===== src/rtl/i2c_slave_fifo_if.sv =====
// Purpose: groups the slave-engine and host strobes/data of the I2C slave byte FIFO pair.
// Latency: pure wiring, no storage.
// Backpressure: none here; full/empty qualifiers travel as ordinary signals.
interface i2c_slave_fifo_if #(
  parameter int AW = 4
);
  // slave engine side
  logic          si_rxff_wr;
  logic [7:0]    si_rxff_wdata;
  logic          si_rxff_full;
  logic          si_txff_rd;
  logic [7:0]    si_txff_rdata;
  logic          si_txff_empty;
  // host side
  logic          rx_rd;
  logic [7:0]    rx_rdata;
  logic          rx_empty;
  logic [AW:0]   rx_level;
  logic          tx_wr;
  logic [7:0]    tx_wdata;
  logic          tx_full;
  logic [AW:0]   tx_level;
  logic          flush_rx;
  logic          flush_tx;
  logic          clr_err;
  logic          rx_ovf;
  logic          rx_unf;
  logic          tx_ovf;
  logic          tx_unf;
  logic          rx_irq;

  // FIFO block view
  modport slave (
    input  si_rxff_wr, si_rxff_wdata, si_txff_rd, rx_rd, tx_wr, tx_wdata,
           flush_rx, flush_tx, clr_err,
    output si_rxff_full, si_txff_rdata, si_txff_empty, rx_rdata, rx_empty,
           rx_level, tx_full, tx_level, rx_ovf, rx_unf, tx_ovf, tx_unf, rx_irq
  );

  // driver view (slave engine plus host)
  modport master (
    output si_rxff_wr, si_rxff_wdata, si_txff_rd, rx_rd, tx_wr, tx_wdata,
           flush_rx, flush_tx, clr_err,
    input  si_rxff_full, si_txff_rdata, si_txff_empty, rx_rdata, rx_empty,
           rx_level, tx_full, tx_level, rx_ovf, rx_unf, tx_ovf, tx_unf, rx_irq
  );
endinterface


===== src/rtl/i2c_slave_fifo.sv =====
// Purpose: dual FWFT byte FIFO (RX: slave->host, TX: host->slave) with sticky error flags and RX threshold irq.
// Latency: a pushed byte is visible at the head one clk later; full/empty/level update on the push/pop edge.
// Backpressure: push into a full FIFO is dropped (ovf) unless popped the same clk; pop from empty is ignored (unf).
module i2c_slave_fifo #(
  parameter int DEPTH     = 16,
  parameter int AW        = 4,
  parameter int RX_THRESH = 8
) (
  input logic            clk,
  input logic            rst,
  i2c_slave_fifo_if.slave bus
);

  localparam logic [AW:0] FULL_LVL = (AW+1)'(DEPTH);
  localparam logic [AW:0] ONE_LVL  = (AW+1)'(1);
  localparam logic [AW:0] THR_LVL  = (AW+1)'(RX_THRESH);
  localparam logic [AW-1:0] ONE_PTR = AW'(1);

  // ---------------- RX FIFO (slave pushes, host pops) ----------------
  logic [7:0]    rx_mem [DEPTH];
  logic [AW-1:0] rx_wp, rx_rp;
  logic [AW:0]   rx_lvl, rx_lvl_nxt;
  logic          rx_is_full, rx_is_empty;
  logic          rx_push_ok, rx_pop_ok, rx_ovf_evt, rx_unf_evt;
  logic          rx_ovf_q, rx_unf_q, rx_irq_q;

  assign rx_is_full  = (rx_lvl == FULL_LVL);
  assign rx_is_empty = (rx_lvl == '0);
  // A full FIFO still accepts a push when the same clk frees a slot.
  assign rx_push_ok  = bus.si_rxff_wr & ~bus.flush_rx & (~rx_is_full | bus.rx_rd);
  assign rx_pop_ok   = bus.rx_rd & ~bus.flush_rx & ~rx_is_empty;
  assign rx_ovf_evt  = bus.si_rxff_wr & ~bus.flush_rx & rx_is_full & ~bus.rx_rd;
  assign rx_unf_evt  = bus.rx_rd & ~bus.flush_rx & rx_is_empty;

  // Next RX occupancy; flush wins over any strobe.
  always_comb begin
    rx_lvl_nxt = rx_lvl;
    if (bus.flush_rx)              rx_lvl_nxt = '0;
    else if (rx_push_ok && !rx_pop_ok) rx_lvl_nxt = rx_lvl + ONE_LVL;
    else if (!rx_push_ok && rx_pop_ok) rx_lvl_nxt = rx_lvl - ONE_LVL;
  end

  // RX storage; contents need no reset because level gates visibility.
  always_ff @(posedge clk) begin
    if (rx_push_ok) rx_mem[rx_wp] <= bus.si_rxff_wdata;
  end

  // RX pointers and level.
  always_ff @(posedge clk or negedge rst) begin
    if (!rst) begin
      rx_wp  <= '0;
      rx_rp  <= '0;
      rx_lvl <= '0;
    end else begin
      rx_lvl <= rx_lvl_nxt;
      if (bus.flush_rx) begin
        rx_wp <= '0;
        rx_rp <= '0;
      end else begin
        if (rx_push_ok) rx_wp <= rx_wp + ONE_PTR;
        if (rx_pop_ok)  rx_rp <= rx_rp + ONE_PTR;
      end
    end
  end

  // ---------------- TX FIFO (host pushes, slave pops) ----------------
  logic [7:0]    tx_mem [DEPTH];
  logic [AW-1:0] tx_wp, tx_rp;
  logic [AW:0]   tx_lvl, tx_lvl_nxt;
  logic          tx_is_full, tx_is_empty;
  logic          tx_push_ok, tx_pop_ok, tx_ovf_evt, tx_unf_evt;
  logic          tx_ovf_q, tx_unf_q;

  assign tx_is_full  = (tx_lvl == FULL_LVL);
  assign tx_is_empty = (tx_lvl == '0);
  assign tx_push_ok  = bus.tx_wr & ~bus.flush_tx & (~tx_is_full | bus.si_txff_rd);
  assign tx_pop_ok   = bus.si_txff_rd & ~bus.flush_tx & ~tx_is_empty;
  assign tx_ovf_evt  = bus.tx_wr & ~bus.flush_tx & tx_is_full & ~bus.si_txff_rd;
  assign tx_unf_evt  = bus.si_txff_rd & ~bus.flush_tx & tx_is_empty;

  // Next TX occupancy; flush wins over any strobe.
  always_comb begin
    tx_lvl_nxt = tx_lvl;
    if (bus.flush_tx)              tx_lvl_nxt = '0;
    else if (tx_push_ok && !tx_pop_ok) tx_lvl_nxt = tx_lvl + ONE_LVL;
    else if (!tx_push_ok && tx_pop_ok) tx_lvl_nxt = tx_lvl - ONE_LVL;
  end

  // TX storage.
  always_ff @(posedge clk) begin
    if (tx_push_ok) tx_mem[tx_wp] <= bus.tx_wdata;
  end

  // TX pointers and level.
  always_ff @(posedge clk or negedge rst) begin
    if (!rst) begin
      tx_wp  <= '0;
      tx_rp  <= '0;
      tx_lvl <= '0;
    end else begin
      tx_lvl <= tx_lvl_nxt;
      if (bus.flush_tx) begin
        tx_wp <= '0;
        tx_rp <= '0;
      end else begin
        if (tx_push_ok) tx_wp <= tx_wp + ONE_PTR;
        if (tx_pop_ok)  tx_rp <= tx_rp + ONE_PTR;
      end
    end
  end

  // Sticky errors (a new event beats clr_err) and the registered RX threshold irq.
  always_ff @(posedge clk or negedge rst) begin
    if (!rst) begin
      rx_ovf_q <= 1'b0;
      rx_unf_q <= 1'b0;
      tx_ovf_q <= 1'b0;
      tx_unf_q <= 1'b0;
      rx_irq_q <= 1'b0;
    end else begin
      rx_ovf_q <= rx_ovf_evt | (rx_ovf_q & ~bus.clr_err);
      rx_unf_q <= rx_unf_evt | (rx_unf_q & ~bus.clr_err);
      tx_ovf_q <= tx_ovf_evt | (tx_ovf_q & ~bus.clr_err);
      tx_unf_q <= tx_unf_evt | (tx_unf_q & ~bus.clr_err);
      rx_irq_q <= (rx_lvl_nxt >= THR_LVL);
    end
  end

  // Outputs: heads are first-word-fall-through, forced to zero when empty.
  assign bus.rx_rdata      = rx_is_empty ? 8'h00 : rx_mem[rx_rp];
  assign bus.rx_empty      = rx_is_empty;
  assign bus.rx_level      = rx_lvl;
  assign bus.si_rxff_full  = rx_is_full;
  assign bus.si_txff_rdata = tx_is_empty ? 8'h00 : tx_mem[tx_rp];
  assign bus.si_txff_empty = tx_is_empty;
  assign bus.tx_full       = tx_is_full;
  assign bus.tx_level      = tx_lvl;
  assign bus.rx_ovf        = rx_ovf_q;
  assign bus.rx_unf        = rx_unf_q;
  assign bus.tx_ovf        = tx_ovf_q;
  assign bus.tx_unf        = tx_unf_q;
  assign bus.rx_irq        = rx_irq_q;

endmodule


===== src/flat_wrapper.sv =====
// flat-port wrapper written by rule: the top's interface ports become plain ports
module i2c_slave_fifo_flat 
#(
  parameter int DEPTH     = 16,
  parameter int AW        = 4,
  parameter int RX_THRESH = 8
)
  (clk, rst, bus_si_rxff_wr, bus_si_rxff_wdata, bus_si_txff_rd, bus_rx_rd, bus_tx_wr, bus_tx_wdata, bus_flush_rx, bus_flush_tx, bus_clr_err, bus_si_rxff_full, bus_si_txff_rdata, bus_si_txff_empty, bus_rx_rdata, bus_rx_empty, bus_rx_level, bus_tx_full, bus_tx_level, bus_rx_ovf, bus_rx_unf, bus_tx_ovf, bus_tx_unf, bus_rx_irq);
  i2c_slave_fifo_if #(.AW(AW)) bus_i ();
  input logic clk;
  input logic rst;
  input wire logic [$bits(bus_i.si_rxff_wr)-1:0] bus_si_rxff_wr;
  input wire logic [$bits(bus_i.si_rxff_wdata)-1:0] bus_si_rxff_wdata;
  input wire logic [$bits(bus_i.si_txff_rd)-1:0] bus_si_txff_rd;
  input wire logic [$bits(bus_i.rx_rd)-1:0] bus_rx_rd;
  input wire logic [$bits(bus_i.tx_wr)-1:0] bus_tx_wr;
  input wire logic [$bits(bus_i.tx_wdata)-1:0] bus_tx_wdata;
  input wire logic [$bits(bus_i.flush_rx)-1:0] bus_flush_rx;
  input wire logic [$bits(bus_i.flush_tx)-1:0] bus_flush_tx;
  input wire logic [$bits(bus_i.clr_err)-1:0] bus_clr_err;
  output wire logic [$bits(bus_i.si_rxff_full)-1:0] bus_si_rxff_full;
  output wire logic [$bits(bus_i.si_txff_rdata)-1:0] bus_si_txff_rdata;
  output wire logic [$bits(bus_i.si_txff_empty)-1:0] bus_si_txff_empty;
  output wire logic [$bits(bus_i.rx_rdata)-1:0] bus_rx_rdata;
  output wire logic [$bits(bus_i.rx_empty)-1:0] bus_rx_empty;
  output wire logic [$bits(bus_i.rx_level)-1:0] bus_rx_level;
  output wire logic [$bits(bus_i.tx_full)-1:0] bus_tx_full;
  output wire logic [$bits(bus_i.tx_level)-1:0] bus_tx_level;
  output wire logic [$bits(bus_i.rx_ovf)-1:0] bus_rx_ovf;
  output wire logic [$bits(bus_i.rx_unf)-1:0] bus_rx_unf;
  output wire logic [$bits(bus_i.tx_ovf)-1:0] bus_tx_ovf;
  output wire logic [$bits(bus_i.tx_unf)-1:0] bus_tx_unf;
  output wire logic [$bits(bus_i.rx_irq)-1:0] bus_rx_irq;
  assign bus_i.si_rxff_wr = bus_si_rxff_wr;
  assign bus_i.si_rxff_wdata = bus_si_rxff_wdata;
  assign bus_i.si_txff_rd = bus_si_txff_rd;
  assign bus_i.rx_rd = bus_rx_rd;
  assign bus_i.tx_wr = bus_tx_wr;
  assign bus_i.tx_wdata = bus_tx_wdata;
  assign bus_i.flush_rx = bus_flush_rx;
  assign bus_i.flush_tx = bus_flush_tx;
  assign bus_i.clr_err = bus_clr_err;
  assign bus_si_rxff_full = bus_i.si_rxff_full;
  assign bus_si_txff_rdata = bus_i.si_txff_rdata;
  assign bus_si_txff_empty = bus_i.si_txff_empty;
  assign bus_rx_rdata = bus_i.rx_rdata;
  assign bus_rx_empty = bus_i.rx_empty;
  assign bus_rx_level = bus_i.rx_level;
  assign bus_tx_full = bus_i.tx_full;
  assign bus_tx_level = bus_i.tx_level;
  assign bus_rx_ovf = bus_i.rx_ovf;
  assign bus_rx_unf = bus_i.rx_unf;
  assign bus_tx_ovf = bus_i.tx_ovf;
  assign bus_tx_unf = bus_i.tx_unf;
  assign bus_rx_irq = bus_i.rx_irq;
  i2c_slave_fifo #(.DEPTH(DEPTH), .AW(AW), .RX_THRESH(RX_THRESH)) u_core (.clk(clk), .rst(rst), .bus(bus_i));
endmodule

===== config.mk =====
export PLATFORM = sky130hd
export DESIGN_NAME = i2c_slave_fifo_flat
export DESIGN_NICKNAME = d
export VERILOG_FILES = /design/src/rtl/i2c_slave_fifo_if.sv /design/src/rtl/i2c_slave_fifo.sv /design/src/flat_wrapper.sv
export SDC_FILE = /design/constraint.sdc
export NUM_CORES = 1
export LEC_CHECK = 0
export ABC_AREA = 1
export BUFFER_PORTS_ARGS = -buffer_cell sky130_fd_sc_hd__buf_2
export CORE_MARGIN = 8
export CORE_UTILIZATION = 40
export DETAILED_ROUTE_END_ITERATION = 16
export PLACE_DENSITY = 0.63
export SLEW_MARGIN = 20
export SYNTH_ARGS = -nofsm -noshare
export SYNTH_HDL_FRONTEND = slang
export SYNTH_SLANG_ARGS = --single-unit

===== constraint.sdc =====
create_clock -name clk -period 1.85 [get_ports clk]
set_input_delay 0.555 -clock clk [delete_from_list [all_inputs] [get_ports clk]]
set_output_delay 0.555 -clock clk [all_outputs]
set_load 0.01 [all_outputs]

# [After elaboration in Yosys (flattened, before gate mapping)]
# Memory sizes are Yosys's and may differ from the RTL's.
# Index checks and enable logic that the tools add are counted.
[totals] output_inout_bits=35 register_bits=31 inputBits=25 ram_bits=256 elab_cells=92 memories=2
[memory_table] name="u_core.rx_mem" depth=16 width=8 read_ports=1 rd_ports_with_merged_regs=0 write_ports=1 line_no="i2c_slave_fifo.sv:20" source="logic [7:0] rx_mem [DEPTH];"
[memory_table] name="u_core.tx_mem" depth=16 width=8 read_ports=1 rd_ports_with_merged_regs=0 write_ports=1 line_no="i2c_slave_fifo.sv:67" source="logic [7:0] tx_mem [DEPTH];"
[classes] n_lt_le_gt_ge=1 muxes=20 add_sub_neg=8 n_eq_ne=2 bitwise=33 n_reduce_logical=15
[ops] op="4-bit two-way mux" n=8
[ops] op="5-bit two-way mux" n=6
[ops] op="1-bit bitwise AND" n=18
[ops] op="4-bit by 1-bit adder with 4-bit output (second input constant)" n=4
[ops] op="8-bit two-way mux" n=2
[ops] op="5-bit by 1-bit adder with 5-bit output (second input constant)" n=2
[ops] op="5-bit equality test (second input constant)" n=2
[ops] op="5-bit zero test" n=2
[ops] op="5-bit by 1-bit subtractor with 5-bit output (second input constant)" n=2
[ops] op="1-bit NOT" n=9
[ops] op="2-bit nonzero test" n=4
[ops] op="1-bit bitwise OR" n=6
[ops] op="5-bit by 4-bit >= comparator with 1-bit output (second input constant)" n=1
[ops] op="1-bit logical AND" n=4
[ops] op="1-bit zero test" n=4
[ops] op="1-bit two-way mux" n=4
[ops] op="3-bit nonzero test" n=1

# [Depth between registers and ports, before layout]
[depth] ltp_word=10 mapped_depth=12 depth_no_buf=12

# [Least setup slack after synthesis]
# Ideal clock, no wire load.
[synth_path] path_type="register -> register" from="register u_core.tx_lvl[1], in the netlist u_core.bus.tx_level[1]" to="register u_core.tx_lvl[4], in the netlist u_core.bus.tx_level[4]" setup_slack_ns=-0.206 path_stages_with_launch=13 t_arrival_ns=1.940 path_buffers=0 setup_time_ns=0.116 t_required_ns=1.734 synth_period_minus_slack_ns=2.056 path_cell_list="dfrtp_1 > nor2_4 > nand3_4 > nand2_4 > nand3_2 > fa_1 > nand3_1 > nand2_1 > nand2_1 > nand2_1 > xor2_1 > nand2_1 > nand2_1"
[synth_via] elab_chain_len=7 elab_cells_between_ends=17 cone_classes="add/sub: 2; eq/ne: 1; mux: 3; bitwise: 5; reduce/logical: 6"
[synth_rtl] item="start: declaration" line_no="i2c_slave_fifo.sv:69" source="logic [AW:0] tx_lvl, tx_lvl_nxt;"
[synth_rtl] item="start signal: assignment" line_no="i2c_slave_fifo.sv:101" source="tx_lvl <= tx_lvl_nxt;"
[synth_rtl] item="branches (longest 7 deep; another with 5-bit by 1-bit subtractor with 5-bit output)"
# Parallel ways; which one is timed is not known. The select of a mux whose other input is x is not followed.
# A chain may end at the register's enable or synchronous reset.

# [Worst setup path in the final report]
[layout_path] from="register u_core.rx_rp[0]" to="output bus_rx_rdata[3]"
[layout_via] elab_chain_len=2
[layout_rtl] item="start: declaration" line_no="i2c_slave_fifo.sv:21" source="logic [AW-1:0] rx_wp, rx_rp;"
[layout_rtl] item="start signal: assignment" line_no="i2c_slave_fifo.sv:61" source="if (rx_pop_ok) rx_rp <= rx_rp + ONE_PTR;"
[layout_rtl] item="memory 16 x 8 bit"
[layout_rtl] item="8-bit two-way mux" line_no="i2c_slave_fifo.sv:130" source="assign bus.rx_rdata = rx_is_empty ? 8'h00 : rx_mem[rx_rp];"
[layout_rtl] item="end: declaration" line_no="flat_wrapper.sv:24" source="output wire logic [$bits(bus_i.rx_rdata)-1:0] bus_rx_rdata;"
# No other way between the ends.

==> parameters.txt <==
Parameter                              Value

Placement
  Placed wire-length estimate    about 19000 um
  Number of input and output port buffers inserted    59
  Placed cells    1554
  Final GP Congestion    around 0.89

Timing
  Max-slew headroom    0.690
  Worst Clk Skew    27.1 ps
  Ratio of final minimum period to clock period    1.43
  Final critical-path required period    between 2000 and 3000 ps
  Least-Margin Pin Slew    ~460 ps
  Achievable clock frequency    between 0.3 and 0.4 GHz
  Slew Viols, Final    0
  Setup-violating endpoint count in the final report    24
  Unrepaired setup endpoints after global routing    yes
  Smallest hold slack    approximately 23 ps
  Final setup slack of the worst path    -804 ps
  Number of failing hold endpoints at the final stage    0

Routing
  Number of design rule violations left after detail routing    0
  Number of routed nets with antenna violations    0
  Total wire length after detailed routing    about 31000 um
  Routed vias    8533
  Pre-antenna DRT Iters    6
  Per-cell via count in the routed design    ~5.2
  Per-cell routed wire length    approximately 19 um
  First-iteration detailed-routing DRC count    ~850

Global routing
  Number of antenna violations at the first check in global routing    0
  Met2 track utilization from global routing    0.268
  Overall Global Routing Usage    0.166
  Busiest grt layer    met2
  Largest net degree at the start of global routing    32
  Congestion Overflow GR    0
  Met1 capacity usage during global routing    0.225
  First-pass GRT wire length    about 48000 um
  Met3 routing resource usage after global routing    0.0296
  Number of global-route vias before repair    8559

Clock tree
  Number of H-tree branching levels    1
  Bufs on Longest Clock Path    3
  Num CTS Buffers    30
  Worst skew pair latency    between 500 and 600 ps
  Clock tree from TritonCTS    done
  Clock tree root buffer cell    clkbuf_16
  Clock edge transition at the registers on the reported setup and hold paths    roughly 60 ps
  Clock Sinks    287

Critical path
  Cell with the largest stage delay on the worst path    dfrtp_2
  Series of cell instances along the critical path    buf_6 > clkbuf_16 > mux2i_1 > o21ai_2 > a21oi_2 > nor2_1 > buf_2
  Worst setup EP type    output pin
  Critical path launch point type    flop
  Largest fanout of any net on the critical path    5
  Class of the most critical setup path    flop to output pin
  Data arrival time at the worst-slack endpoint    approximately 2100 ps
  Count of cells along the worst register-to-register path    12
  Req. time, crit path    roughly 1300 ps
  Slowest Stage Delay on Critical Path    approximately 460 ps

Floorplan
  Standard-cell row count    64
  Top-Level Pins    60
  Die height    roughly 190 um
  Initial Utilization    0.403
  Full die area    ~36000 sq um
  Core region area    between 30000 and 40000 sq um
  Horiz. Die Dim    approximately 190 um

Power
  Switching power share of the total    0.287
  Sum of internal, switching and leakage power    ~0.019 W
  Power share of the combinational group    0.279
  Pleak    approximately 6.2 nW
  Pwr Density    roughly 1200 nW/um^2
  Internal power    0.0135 W
  Clock network fraction of design power    0.332
  Switch Pwr    0.00545 W
  Sequential Power Share    0.389
  Maximum vdd ir drop    about 1.1 mV

Cells and area
  Most used cells in the layout excluding fill and tap cells    edfxtp_1 (256), nand2_1 (198), nor2_1 (97), buf_4 (73), o21ai_0 (59)
  Area added between synthesis and finish    33.5%
  Proportion of layout cells with a drive suffix above 1    0.345
  Final-stage net count    around 1300
  Commonest non-fill, non-tap cell in the layout    edfxtp_1
  Cell Count, Final, Fillers Out    1644
  Ant diodes    0
  Fillers    approximately 2500

Synthesis
  Number of storage elements in the synthesis netlist    around 290
  Netlist area before placement    between 10000 and 15000 sq um
  Warning count from the yosys run    0
  Synth Area per Inst    ~12 sq um
  Yosys cell types    37
  Sequential element share of the synthesized area    0.693
  Synth Instances    between 1000 and 1500
  Net count of the mapped netlist    between 1000 and 1500

Job
  Max-cap violations    0

Run status
  Violated checks    negative setup slack
  Run status    complete, but fails checks

Hold path
  HP Class    primary input to asynchronous set/reset pin
[layer usage]
layer,share of wire,vias up
met3,0.061,58
met4,0.024,0
met1,0.44,4167
met5,0,-
li1,-,4026
met2,0.48,282
[through the flow]
| stage | setup slack [ps] | util | TNS [ps] | cell area, sq um |
|---|---|---|---|---|
| after floorplan | -115 | - | -11160 | 12300 |
| after global placement | -252 | 0.463 | -11490 | 14000 |
| after detailed placement | -280 | 0.463 | -11630 | 14000 |
| after CTS | -838 | 0.517 | -13730 | 15700 |
| after global routing | -889 | 0.538 | -15940 | 16300 |
| final | -804 | 0.538 | -13510 | 16300 |
[worst max-delay path, delay by kind of cell, from the launching register on]
kind,cells,cell delay (ps)
buf+inv,3,480
simple gates,1,60
compound gates,2,240
mux,1,290
flops,1,460
[cell type report]
cell class	instances	area, sq um	share of cell area
flip-flops and latches	287	8470	0.519
multi-input cells	653	3920	0.240
repair buffers	205	2180	0.133
clock buffers	41	822	0.0504
well taps	396	495	0.0304
clock inverters	15	220	0.0135
inverters	47	206	0.0127
[repair_timing]
action / CTS / global route
setup buffers: 15 / 9
hold buffers: 0 / 0
cloned: 7 / 8
resized for setup: 93 / 102
setup endpoints to repair: 32 / 195
pin swaps: 20 / 34
[power groups by stage]
stage	registers (W)	clock network [W]	logic (W)
2_1_floorplan	0.00757	0	0.00213
3_3_place_gp	0.00748	0	0.00385
3_5_place_dp	0.00749	0	0.00389
4_1_cts	0.00737	0.00639	0.00460
5_1_grt	0.00739	0.00665	0.00574
6_report	0.00738	0.00629	0.00529
[synthesized netlist by cell type]
| cell type | n | area, sq um |
|---|---|---|
| nand2_4 | 9 | 101 |
| nand3_1 | 14 | 70.1 |
| nor2_4 | 4 | 45.0 |
| xnor2_1 | 6 | 52.6 |
| buf_6 | 6 | 67.6 |
| o31ai_1 | 1 | 7.51 |
| a21oi_1 | 63 | 315 |
| nor2_2 | 1 | 6.26 |
| nor2_1 | 122 | 458 |
| dfrtp_1 | 31 | 776 |
| inv_4 | 5 | 31.3 |
| nand4_2 | 1 | 12.5 |
| xor2_1 | 6 | 52.6 |
| buf_2 | 24 | 120 |
| nand4_1 | 2 | 12.5 |
| o21ai_2 | 4 | 35.0 |
| inv_1 | 32 | 120 |
| nand2_1 | 220 | 826 |
| fa_1 | 1 | 20.0 |
| nand4_4 | 1 | 21.3 |
| nand2_2 | 5 | 31.3 |
| inv_2 | 8 | 30.0 |
| o22ai_1 | 38 | 238 |
| o21a_1 | 1 | 7.51 |
| o21ai_1 | 22 | 110 |
| buf_4 | 5 | 37.5 |
| o21ai_0 | 71 | 355 |
| nand3_2 | 2 | 20.0 |
| edfxtp_1 | 256 | 7690 |
| nand3_4 | 1 | 17.5 |
| o32ai_1 | 1 | 8.76 |
| nor3_1 | 18 | 90.1 |
| clkinv_1 | 2 | 7.51 |
| a21oi_2 | 6 | 52.6 |
| mux2i_1 | 16 | 160 |
| ha_1 | 16 | 200 |
| clkbuf_1 | 4 | 15.0 |
[logic make-up (layout without fill, tap and decap cells)]
group / after synthesis / in the layout / synth area share
buf+inv: 86 / 308 / 0.0351
compound gates: 207 / 207 / 0.0925
simple gates: 400 / 401 / 0.140
fa+ha+maj: 17 / 17 / 0.0180
xor+xnor: 12 / 12 / 0.00860
flops: 287 / 287 / 0.693
mux: 16 / 16 / 0.0131
[worst paths after layout]
kind	slack (ps)	to	startpoint
max reg2reg	-100	u_core.bus.tx_level[4]	u_core.bus.tx_level[1]
min	20	u_core.rx_rp[0]	rst
min in group clk	240	u_core.bus.rx_ovf	bus_clr_err
max in group asynchronous	1470	u_core.tx_rp[1]	rst
min reg2reg	530	u_core.bus.tx_ovf	u_core.bus.tx_ovf
max	-800	bus_rx_rdata[3]	u_core.rx_rp[0]
[registers in the layout (all words and copies together), names as in the netlist]
register / count
u_core.rx_rp: 4
u_core.bus.tx_unf: 1
u_core.bus.rx_level: 5
u_core.rx_wp: 4
u_core.tx_rp: 4
u_core.bus.rx_unf: 1
u_core.tx_wp: 4
u_core.bus.rx_ovf: 1
u_core.bus.tx_level: 5
u_core.bus.rx_irq: 1
u_core.rx_mem: 128
u_core.tx_mem: 128
u_core.bus.tx_ovf: 1
No activity file was read; power rests on OpenSTA's default activity.
